**config.mk**
```make
export PLATFORM = sky130hd
export DESIGN_NAME = render_frame_controller
export DESIGN_NICKNAME = d
export VERILOG_FILES = /design/src/rtl/render_frame_controller.sv
export SDC_FILE = /design/constraint.sdc
export NUM_CORES = 1
export LEC_CHECK = 0
export ABC_AREA = 1
export BUFFER_PORTS_ARGS = -buffer_cell sky130_fd_sc_hd__buf_2
export CAP_MARGIN = 20
export CELL_PAD_IN_SITES_DETAIL_PLACEMENT = 2
export CELL_PAD_IN_SITES_GLOBAL_PLACEMENT = 2
export CORE_MARGIN = 2
export CORE_UTILIZATION = 30
export DETAILED_ROUTE_END_ITERATION = 12
export PLACE_DENSITY = 0.92
export SETUP_SLACK_MARGIN = 0.15
export SYNTH_ARGS = -nofsm -noshare
export SYNTH_HDL_FRONTEND = slang
export SYNTH_SLANG_ARGS = --single-unit
export TNS_END_PERCENT = 30
```
**constraint.sdc**
```tcl
create_clock -name clk -period 4.32 [get_ports clk]
set_clock_uncertainty 0.1 [all_clocks]
set_input_delay 0 -clock clk [delete_from_list [all_inputs] [get_ports clk]]
set_output_delay 0 -clock clk [all_outputs]
set_load 0.005 [all_outputs]
```
**src/rtl/render_frame_controller.sv**
```systemverilog
// Per-frame sequencer between scene logic and the renderer: loads one frame of
// triangles, holds the renderer active through a render, then swaps framebuffers.
module render_frame_controller #(
  parameter int MAX_TRIANGLES    = 256,
  parameter int PIXELS_PER_FRAME = 57600,
  parameter int TIMEOUT_CYCLES   = 2000000,
  parameter int SETTLE_CYCLES    = 4
) (
  input  logic         clk,
  input  logic         rst,
  input  logic         frame_start,
  input  logic [127:0] tri_in_data,
  input  logic         tri_in_valid,
  input  logic         tri_in_last,
  output logic         tri_in_ready,
  output logic [127:0] rdr_triangle,
  output logic         rdr_triangle_valid,
  output logic         rdr_active,
  input  logic         rdr_valid,
  input  logic         rdr_done,
  output logic         fb_select,
  output logic         fb_swap,
  output logic         frame_done,
  output logic         busy,
  output logic         pixel_error,
  output logic         timeout_error,
  output logic [7:0]   dropped_count,
  output logic [7:0]   missed_frames,
  output logic [15:0]  frame_count
);

  localparam int TCW = $clog2(MAX_TRIANGLES + 1);
  localparam int TMW = (TIMEOUT_CYCLES > 1) ? $clog2(TIMEOUT_CYCLES) : 1;
  localparam int SCW = (SETTLE_CYCLES > 1) ? $clog2(SETTLE_CYCLES) : 1;

  localparam logic [TCW-1:0] TRI_CAP     = TCW'(MAX_TRIANGLES);
  localparam logic [TMW-1:0] TIMER_LAST  = TMW'(TIMEOUT_CYCLES - 1);
  localparam logic [SCW-1:0] SETTLE_LAST = SCW'(SETTLE_CYCLES - 1);
  localparam logic [16:0]    PIX_TARGET  = 17'(PIXELS_PER_FRAME);

  typedef enum logic [2:0] {
    S_IDLE,
    S_LOAD,
    S_FLUSH,
    S_RENDER,
    S_SWAP,
    S_SETTLE
  } state_e;

  state_e         state_q;
  logic [TCW-1:0] tri_count_q;
  logic [16:0]    pix_count_q;
  logic [16:0]    pix_count_d;
  logic [TMW-1:0] timer_q;
  logic [SCW-1:0] settle_q;
  logic [127:0]   rdr_triangle_q;
  logic           rdr_triangle_valid_q;
  logic           rdr_active_q;
  logic           fb_select_q;
  logic           fb_swap_q;
  logic           frame_done_q;
  logic           pixel_error_q;
  logic           timeout_error_q;
  logic [7:0]     dropped_q;
  logic [7:0]     missed_q;
  logic [15:0]    frame_count_q;
  logic           accept;

  assign tri_in_ready = (state_q == S_LOAD);
  assign accept       = tri_in_valid && tri_in_ready;

  // Pixel count including this cycle's beat, so a pixel arriving with
  // rdr_done is counted before the frame-size compare.
  // NOTE: the default assignment first keeps this block free of inferred latches.
  always_comb begin
    pix_count_d = pix_count_q;
    if (rdr_valid && (pix_count_q != '1)) begin
      pix_count_d = pix_count_q + 1'b1;
    end
  end

  // NOTE: all state below updates with non-blocking assignments so every
  // register samples the pre-edge values of the others.
  always_ff @(posedge clk) begin
    if (rst) begin
      state_q              <= S_IDLE;
      tri_count_q          <= '0;
      pix_count_q          <= '0;
      timer_q              <= '0;
      settle_q             <= '0;
      rdr_triangle_q       <= '0;
      rdr_triangle_valid_q <= 1'b0;
      rdr_active_q         <= 1'b0;
      fb_select_q          <= 1'b0;
      fb_swap_q            <= 1'b0;
      frame_done_q         <= 1'b0;
      pixel_error_q        <= 1'b0;
      timeout_error_q      <= 1'b0;
      dropped_q            <= '0;
      missed_q             <= '0;
      frame_count_q        <= '0;
    end else begin
      rdr_triangle_valid_q <= 1'b0;
      fb_swap_q            <= 1'b0;
      frame_done_q         <= 1'b0;

      if (frame_start && (state_q != S_IDLE) && (missed_q != 8'hFF)) begin
        missed_q <= missed_q + 1'b1;
      end

      case (state_q)
        S_IDLE: begin
          if (frame_start) begin
            tri_count_q <= '0;
            state_q     <= S_LOAD;
          end
        end

        S_LOAD: begin
          if (accept) begin
            if (tri_count_q < TRI_CAP) begin
              rdr_triangle_q       <= tri_in_data;
              rdr_triangle_valid_q <= 1'b1;
              tri_count_q          <= tri_count_q + 1'b1;
            end else if (dropped_q != 8'hFF) begin
              dropped_q <= dropped_q + 1'b1;
            end
            if (tri_in_last) begin
              state_q <= S_FLUSH;
            end
          end
        end

        // The final triangle strobe is on the renderer port during this cycle.
        S_FLUSH: begin
          rdr_active_q <= 1'b1;
          pix_count_q  <= '0;
          timer_q      <= '0;
          state_q      <= S_RENDER;
        end

        S_RENDER: begin
          pix_count_q <= pix_count_d;
          timer_q     <= timer_q + 1'b1;
          // Swap outputs are registered on entry so they are visible during SWAP,
          // one cycle after rdr_done; done takes priority over the timeout.
          if (rdr_done) begin
            if (pix_count_d != PIX_TARGET) begin
              pixel_error_q <= 1'b1;
            end
            rdr_active_q  <= 1'b0;
            fb_select_q   <= ~fb_select_q;
            fb_swap_q     <= 1'b1;
            frame_done_q  <= 1'b1;
            frame_count_q <= frame_count_q + 1'b1;
            state_q       <= S_SWAP;
          end else if (timer_q == TIMER_LAST) begin
            timeout_error_q <= 1'b1;
            rdr_active_q    <= 1'b0;
            settle_q        <= '0;
            state_q         <= S_SETTLE;
          end
        end

        S_SWAP: begin
          settle_q <= '0;
          state_q  <= S_SETTLE;
        end

        // Gives the renderer time to walk DONE -> RST -> IDLE before the next load.
        S_SETTLE: begin
          if (settle_q == SETTLE_LAST) begin
            state_q <= S_IDLE;
          end else begin
            settle_q <= settle_q + 1'b1;
          end
        end

        default: state_q <= S_IDLE;
      endcase
    end
  end

  assign rdr_triangle       = rdr_triangle_q;
  assign rdr_triangle_valid = rdr_triangle_valid_q;
  assign rdr_active         = rdr_active_q;
  assign fb_select          = fb_select_q;
  assign fb_swap            = fb_swap_q;
  assign frame_done         = frame_done_q;
  assign busy               = (state_q != S_IDLE);
  assign pixel_error        = pixel_error_q;
  assign timeout_error      = timeout_error_q;
  assign dropped_count      = dropped_q;
  assign missed_frames      = missed_q;
  assign frame_count        = frame_count_q;

endmodule

```
==> results of run 1 <==
-- stage by stage --
stage	total power [mW]	setup slack [ns]	std cells	util, %
finish	7.19	0.871	2141	44.1
global route	7.28	0.857	2139	44.1
CTS	6.51	1.34	2119	43.9
detailed placement	3.97	1.36	1936	36.6
global placement	3.82	1.52	1936	36.6
floorplan	3.26	2.05	1288	-
-- worst min-delay path, stage by stage --
cell and delay [ns]:
sky130_fd_sc_hd__dlygate4sd3_1 0.52, sky130_fd_sc_hd__buf_2 0.09, sky130_fd_sc_hd__o21ai_0 0.09, sky130_fd_sc_hd__a21oi_1 0.13
-- registers in the layout, indices dropped and copies added (netlist names) --
name and cells:
tri_count_q 9, missed_frames 8, timeout_error 1, settle_q 2, state_q 3, dropped_count 8, frame_done 1, rdr_triangle 128
rdr_triangle_valid 1, pix_count_q 17, frame_count 16, timer_q 21, pixel_error 1, fb_select 1, rdr_active 1
-- final cells by class --
class,instances,area [µm²],share of cell area [%]
antenna,20,50.0,0.369
clock buffer,37,763,5.62
clock inverter,11,130,0.959
inverter,228,862,6.35
multi-input combinational,784,3940,29.0
sequential,218,4360,32.1
tap,396,495,3.65
timing repair buffer,447,2970,21.9
-- cell families after synthesis --
logic type / count (synthesis) / synth area share (%)
compound gates: 377 / 20.9
xor+xnor: 8 / 0.745
fa+ha+maj: 8 / 1.06
buf+inv: 286 / 11.8
flops: 218 / 46.4
simple gates: 391 / 19.1
-- power by group through the flow --
stage                     Combinational (mW)  Clock [mW]  Sequential [mW]
after detailed placement                1.40           0             2.57
after global placement                  1.29           0             2.53
final                                   1.91        2.55             2.73
after global routing                    1.97        2.60             2.72
after floorplan                        0.697           0             2.57
after CTS                               1.58        2.36             2.57
-- Yosys cell counts, drive strengths merged --
cell type  instances  area share (%)
clkbuf            35             1.4
nand4             16             1.1
o21bai             1           0.080
nor2              85             4.3
nand3             54             3.2
o22ai              1           0.067
nor3              18             1.0
o21a               6            0.48
a21o               3            0.24
dfxtp            218              46
xor2               8            0.74
inv              226             9.0
o211ai             2            0.16
nor4               3            0.20
nor3b              2            0.16
o2111ai            1           0.093
a2bb2oi            1           0.093
buf               23             1.3
ha                 8             1.1
a21oi            192              10
a221oi             2            0.19
o21ai            161             8.8
nand2            206             8.6
nand3b             3            0.24
a211oi             6            0.48
a22oi              1           0.080
clkinv             2           0.093
or2                4            0.27
-- path summary, 6_finish.rpt --
| path | startpoint | to | slack (ns) | cells past startpoint |
|---|---|---|---|---|
| worst max-delay path | state_q[1] | state_q[0] | 0.87 | 11 |
| worst min-delay path | tri_in_data[43] | rdr_triangle[43] | 0.19 | 4 |
| worst max register to register | state_q[1] | state_q[0] | 0.87 | 11 |
| worst min register to register | pixel_error | pixel_error | 0.36 | 2 |
-- metal layers --
metal	routed length [µm]	global-route usage [%]	part of all wire, %	vias to the layer above
met5	0	0	0	-
met4	6230	21.1	8.8	0
met1	25100	40.1	35	6089
li1	-	-	-	4996
met2	33200	63.6	47	910
met3	6450	10.1	9.1	389
==> summary by stage, run 1 <==
Status
The run finished with clean final reports.

Detailed routing
The overall routed net length is 71.0 mm. In the final routed layout, each cell accounts on average for between 30 and 40 µm. For this run, design rule violations remaining after detail routing come to 0. The routed via count divided by cell count is 5.78. The detailed router placed ~12,000 vias in this run.

The remaining antenna violation count after routing is 0. The iteration-0 DRC count of the detailed router is about 1,200. For this run, the detailed router's first-pass iteration total came to 6.

Power and ir drop
In this run the power density over the cells is about 530 nW/µm². The switching part of the total is 40.3%. The standby leakage power is around 5.9 nW. Combinational cells account for roughly a quarter of the total power. The sequential power share is between 30% and 40%.

In this run, the clock network consumes 35.5% of the power. The switching power total is roughly 2.9 mW. IR analysis of the VDD net gives a maximum drop of 0.000295 V. Cell internal power was estimated by the tool at roughly 4.3 mW.

Die
The die width is roughly 180 µm. For this configuration, the core starts out at a cell density of between 30% and 40%. The standard cell core area is 30,700 µm².

between 300 and 400 I/O pins were placed. The area of the die is between 30,000 and 40,000 µm². The height of the die is between 150 and 200 µm. In this run the core area contains between 60 and 70 standard-cell rows.

Setup path
The critical path is of the reg -> reg type. The signal on the critical path passes through nor2_1 -> nand2_1 -> inv_1 -> nand2_2 -> o21ai_2 -> nor3_1 -> dlygate4sd3_1 -> nand2_1 -> o211ai_1 -> dlygate4sd3_1 -> inv_1. The number of buffers and inverters on the critical path is 4. The slowest stage of the critical path is the sky130_fd_sc_hd__dlygate4sd3_1 cell. The critical path data arrival time is 3.79 ns. The biggest fanout along the worst timing path is 5. The element type at the critical path end is a flip-flop.

The peak per-stage delay on the critical path is 0.69 ns. The worst endpoint required time is around 4.7 ns. The kind of cell adding the most delay to the critical path is buffers and inverters. The category of the worst setup path launch point is a flip-flop.

Cells and area
Leaving out fill and tap cells, the most frequent cell in the layout is sky130_fd_sc_hd__buf_2. Compared with the post-synthesis result, the final layout area differs by 44.2%. The top cell types in the final layout, fill and taps aside, are 303 x sky130_fd_sc_hd__buf_2, 219 x sky130_fd_sc_hd__inv_1, 218 x sky130_fd_sc_hd__dfxtp_1. The finished cells cover 13,600 µm². The number of nets in the layout is 1,849. The post-route netlist has a little under a quarter of its cells at a drive strength greater than 1.

The count of filler cells inserted in the layout is ~3,400.

Timing
Measured against its own limit, the worst slew margin works out to around half. The final number of max-transition violations was 0. Setup violations remaining at the end of the flow were counted as 0. The post-route worst hold slack is 0.192 ns. The count of endpoints failing hold in the final timing report is 0. The upper clock frequency limit is 290 MHz. The final cycle utilization of the critical path is 79.8%. The transition at the pin with the smallest max-transition slack is 0.731 ns. The aggregate negative setup slack is 0 ns.

The worst path needs 3.45 ns of the cycle, external delays included. Setup repair after global routing left no endpoint under its margin.

Clock tree
Counting along the longest clock path gives a buffer depth of 3. TritonCTS created 27 clock buffers. At the later pin of the worst-skew pair, clock insertion delay measures 0.58 ns.

The clock slew at the register clock pins of the worst setup and hold paths is roughly 0.08 ns. CTS built an H-tree with a depth of 1. Counting every sink on the clock net gives between 200 and 250.

Post-CTS timing repair inserted 0 buffers for setup. TritonCTS built the clock tree. Once the clock tree was built, the resizer swapped 0 gates to a different size. The clock root buffer is sky130_fd_sc_hd__clkbuf_16. The post-cts hold buffer count is approximately 140.

Hold path
In this run the worst hold path is classified as in -> reg.

Placement
The cell area after placement is roughly 11,000 µm². The count of buffers from port buffering is between 300 and 400. The final HPWL from detailed placement is around 29 mm. The global placement routability congestion is ~0.79.

Synthesis
In this run the cell area of the synthesized design comes to 9410 µm². The number of different library cells used by synthesis comes to between 40 and 50. The proportion of synthesized chip area in sequential cells is a little under half.

After synthesis the netlist holds a flip-flop and latch count of between 200 and 250. The post-synthesis average cell area is 7.31 µm². For this run, the number of Yosys warnings is 0. When the netlist entered floorplanning its net count stood at roughly 1,400. Synthesis produced 1,288 cells.

Global routing
The number of antenna violations at the first check in global routing was 13. The global-route wire length before repair is between 90 and 100 mm. The via count of the first global-routing pass came to 13,272. The total track usage is a little over a third. The largest net degree at the start of global routing is ~120. The total overflow left after global routing is 0.

Job
Max-cap violations in this run came to 0.
Note: power is estimated with default switching activity, not from simulation.
==> run 2, diff against run 1 <==
ABC_AREA = 0   (was 1)
CORE_UTILIZATION = 25   (was 30)
PLACE_DENSITY = 0.81   (was 0.92)
clock period = 3.11 ns   (was 4.32 ns; I/O delays follow)
==> summary by stage, run 2 <==
Status
Outcome: completed (unchanged).

Global routing
The met3 demand-to-capacity share in global routing came to 5.26% (was 10.1%). The most used routing layer in global routing is met2 (unchanged). The routing usage on met1 came to 24.5% (was 40.1%). The number of antenna violations at the first check in global routing came to 6 (was 13). The via count of the first global-routing pass is 11,322 (was 13,272). The final global-route overflow total was 0 (unchanged). The met2 track demand over resource in global routing is 41.4% (was 63.6%). The global-route wire length before repair is 65.2 mm (was 90.3 mm). The total track usage came to 22.7% (was 36.6%). The largest net degree at the start of global routing was 97 (was 117).

Timing
The count of endpoints failing hold in the final timing report is 0 (unchanged). The final number of max-transition violations is 0 (unchanged). The final cycle utilization of the critical path came to 91.4% (was 79.8%).

The total of endpoints with negative setup slack in the final report is 0 (unchanged). Unrepaired setup endpoints after global routing: yes (was no). The transition at the pin with the smallest max-transition slack was 0.895 ns (was 0.731 ns).

The relative slew slack is 39.7% (was 51.0%). The post-layout minimum cycle time was 2.84 ns (was 3.45 ns). The upper clock frequency limit is 352 MHz (was 290 MHz).

The aggregate negative setup slack is 0 ns (unchanged).

Synthesis
The area share of the leading cell type in the synthesized netlist came to 49.0% (was 46.4%). The cell taking the most area after synthesis is sky130_fd_sc_hd__dfxtp_1 (unchanged). Leading cell types by count after synthesis: 307 x sky130_fd_sc_hd__nand2_1, 218 x sky130_fd_sc_hd__dfxtp_1, 160 x sky130_fd_sc_hd__a21oi_1, 78 x sky130_fd_sc_hd__nor2_1, 45 x sky130_fd_sc_hd__clkbuf_1 (was 220 x sky130_fd_sc_hd__inv_1, 218 x sky130_fd_sc_hd__dfxtp_1, 196 x sky130_fd_sc_hd__nand2_1, 192 x sky130_fd_sc_hd__a21oi_1, 154 x sky130_fd_sc_hd__o21ai_0). The proportion of register bits with asynchronous set or reset after synthesis came to 0% (unchanged).

The post-synthesis average cell area was 8.00 µm² (was 7.31 µm²). The top flip-flop cell by instance count after synthesis is sky130_fd_sc_hd__dfxtp_1 (unchanged). The cell area after technology mapping was 8910 µm² (was 9410 µm²). The number of library cell types mapped by synthesis is 58 (was 45). The flip-flop and latch count after synthesis is 218 (unchanged). The count of yosys warnings during synthesis came to 0 (unchanged). The cell with the most instances after synthesis is sky130_fd_sc_hd__nand2_1 (was sky130_fd_sc_hd__inv_1).

The number of nets produced by synthesis came to 1,256 (was 1,431). Top post-synthesis cells by area: sky130_fd_sc_hd__dfxtp_1 49%, sky130_fd_sc_hd__nand2_1 13%, sky130_fd_sc_hd__a21oi_1 9.0% (was sky130_fd_sc_hd__dfxtp_1 46%, sky130_fd_sc_hd__a21oi_1 10%, sky130_fd_sc_hd__inv_1 8.8%). The post-synthesis instance total is 1,113 (was 1,288). The proportion of synthesized chip area in sequential cells is 49.0% (was 46.4%). The number of flops mapped to enable cells by yosys is 0 (unchanged).

Cells and area
The area growth from synthesis to layout is 50.0% (was 44.2%). The commonest non-fill, non-tap cell in the layout was sky130_fd_sc_hd__nand2_1 (was sky130_fd_sc_hd__buf_2). The count of filler cells inserted in the layout came to 4,003 (was 3,428). The flip-flop count of the largest register, all copies and words added came to 128 (unchanged). The non-filler instance count after layout is 2,030 (was 2,141). The number of nets in the layout is 1,687 (was 1,849).

The total area of multi-input combinational cells was 4220 µm² (was 3940 µm²). Commonest non-fill, non-tap cells in the layout: 307 x sky130_fd_sc_hd__nand2_1, 302 x sky130_fd_sc_hd__buf_2, 213 x sky130_fd_sc_hd__dfxtp_1 (was 303 x sky130_fd_sc_hd__buf_2, 219 x sky130_fd_sc_hd__inv_1, 218 x sky130_fd_sc_hd__dfxtp_1). The footprint of the flip-flops and latches is 4370 µm² (was 4360 µm²).

The layout cell share with drive strength beyond 1 is 24.8% (was 23.2%).

Power and ir drop
The sequential power share is 42.3% (was 38.0%). The power per cell area is 521 nW/µm² (was 529 nW/µm²). The power consumption is 6.97 mW (was 7.19 mW). The part of the total power dissipated in combinational logic is 10.5% (was 26.5%).

The switching power total came to 1.81 mW (was 2.89 mW). The standby leakage power came to 5.61 nW (was 5.90 nW). The worst-case vdd ir drop is 0.000359 V (was 0.000295 V). The cell internal power dissipation is 5.16 mW (was 4.29 mW). The proportion of power drawn by the clock network is 47.1% (was 35.5%). The switching part of the total is 26.0% (was 40.3%).

Setup path
The peak per-stage delay on the critical path is 0.47 ns (was 0.69 ns). The start point of the critical path is pix_count_q[11] (was state_q[1]). The classification of the worst setup path is reg -> reg (unchanged). The element type at the critical path end is a flip-flop (unchanged). The worst endpoint required time is 3.42 ns (was 4.66 ns). The start of the worst register-to-register path is pix_count_q[11] (was state_q[1]).

The category of the worst setup path launch point is a flip-flop (unchanged). The biggest fanout along the worst timing path is 7 (was 5). The critical path data arrival time is 3.15 ns (was 3.79 ns). The cell with the largest stage delay on the worst path was sky130_fd_sc_hd__or4_4 (was sky130_fd_sc_hd__dlygate4sd3_1).

Worst-path cell chain: nand4_1 -> nor2_1 -> nand2_1 -> nor2_1 -> ha_1 -> nand4b_1 -> or4_4 -> mux2i_1 -> or3b_1 -> a211oi_2 -> a211oi_2 (was nor2_1 -> nand2_1 -> inv_1 -> nand2_2 -> o21ai_2 -> nor3_1 -> dlygate4sd3_1 -> nand2_1 -> o211ai_1 -> dlygate4sd3_1 -> inv_1).

Hold path
The type of the most critical hold path is in -> reg (unchanged). The launch instance of the worst min-delay path was tri_in_last (was tri_in_data[43]).

Detailed routing
The post-detailed-route DRC marker count is 0 (unchanged). The routed wire length per instance is 21.1 µm (was 33.2 µm). The iteration-0 DRC count of the detailed router is 344 (was 1,152). The iteration count of the initial detailed-routing pass is 4 (was 6).

The overall routed net length is 42.9 mm (was 71.0 mm). The total number of vias is 10,016 (was 12,384). The remaining antenna violation count after routing came to 0 (unchanged). The routed via count divided by cell count came to 4.93 (was 5.78).

Clock tree
The number of clock buffers inserted by TritonCTS is 28 (was 27). The TritonCTS sink count is 218 (unchanged). The clock slew at the register clock pins of the worst setup and hold paths came to 0.06 ns (was 0.08 ns). The maximum root-to-sink buffer count is 3 (unchanged). The clock latency reported for the late side of the worst-skew pair is 0.55 ns (was 0.58 ns).

The clock tree from TritonCTS is done (unchanged). The clock root buffer is sky130_fd_sc_hd__clkbuf_16 (unchanged). The CTS H-tree depth came to 1 (unchanged).

Die
The die width is 193 µm (was 181 µm). The height of the die is 193 µm (was 181 µm). The area of the die is 37,200 µm² (was 32,800 µm²). The standard cell core area is 35,300 µm² (was 30,700 µm²). The effective utilization at floorplan is 25.2% (was 30.6%). The total number of placement rows is 69 (was 64). The number of top-level pins is 304 (unchanged).

Placement
The count of buffers from port buffering was 303 (unchanged). The placed instance count is 1,821 (was 1,936). The global placement routability congestion is 0.790 (was 0.792). The final HPWL from detailed placement came to 23.6 mm (was 28.7 mm).

Job
The number of violations of the max-capacitance limit is 0 (unchanged).
## run 2: changes by cell type after synthesis, sizes merged, moves of 18 or more
| cell | before | now |
|---|---|---|
| nand3 | 54 | 36 |
| o21ai | 161 | 16 |
| xnor2 | 0 | 18 |
| inv | 226 | 14 |
| a21oi | 192 | 160 |
| nand2 | 206 | 307 |
## run 2: final timing paths
check                      to  slack (ns)  cells past startpoint
max reg2reg       pixel_error        0.27                     11
min reg2reg  rdr_triangle[35]        0.36                      2
max               pixel_error        0.27                     11
min                state_q[1]        0.06                      6
## run 2: cell families after synthesis
group,after synthesis,synth area share [%]
adders and majority gates,8,1.12
DFF,218,49.0
buffers and inverters,86,4.03
xor gates and xnor gates,35,3.44
AOI/OAI and AO/OA,223,14.3
muxes,14,1.67
and+or+nand+nor,529,26.5
## run 2: power groups by stage
stage | Sequential [mW] | Combinational [mW] | Clock (mW)
finish | 2.95 | 0.734 | 3.28
global route | 2.96 | 0.796 | 3.50
CTS | 2.93 | 0.694 | 3.36
detailed placement | 2.99 | 0.537 | 0
global placement | 2.99 | 0.519 | 0
floorplan | 2.99 | 0.245 | 0
## run 2: final cells by class
cell class | instances | share of cell area, %
timing repair buffer | 473 | 24.1
sequential | 218 | 32.7
inverter | 14 | 0.393
antenna | 5 | 0.0937
multi-input combinational | 809 | 31.6
clock inverter | 8 | 0.787
clock buffer | 42 | 6.01
tap | 461 | 4.32
## run 2: critical path, delay by kind of cell, from the launching register on
kind | cells | cell delay [ns]
compound gates | 2 | 0.34
flops | 1 | 0.38
simple gates | 7 | 1.54
fa+ha+maj | 1 | 0.21
mux | 1 | 0.14
## run 2: metal layers
metal | wire (µm) | vias to the layer above
met4 | 2070 | 0
met5 | 0 | -
met1 | 16400 | 4919
met2 | 21900 | 354
met3 | 2520 | 113
li1 | - | 4630
## run 2: metrics by stage
| stage | area (µm²) | setup slack (ns) | hold WS, ns | utilization [%] |
|---|---|---|---|---|
| 2_1_floorplan | 8910 | 0.357 | 0.0360 | - |
| 3_3_place_gp | 10900 | 0.304 | 0.140 | 30.8 |
| 3_5_place_dp | 10900 | 0.220 | 0.149 | 30.8 |
| 4_1_cts | 13300 | 0.183 | 0.0378 | 37.7 |
| 5_1_grt | 13400 | 0.142 | 0.102 | 37.8 |
| 6_report | 13400 | 0.267 | 0.0561 | 37.8 |
## run 2: what timing repair did
item | CTS | global route
resized for setup | 0 | 10
buffers inserted | 0 | 2
endpoints found under the hold margin | 193 | 0
hold buffers | 152 | 0
setup endpoints to repair | 0 | 7
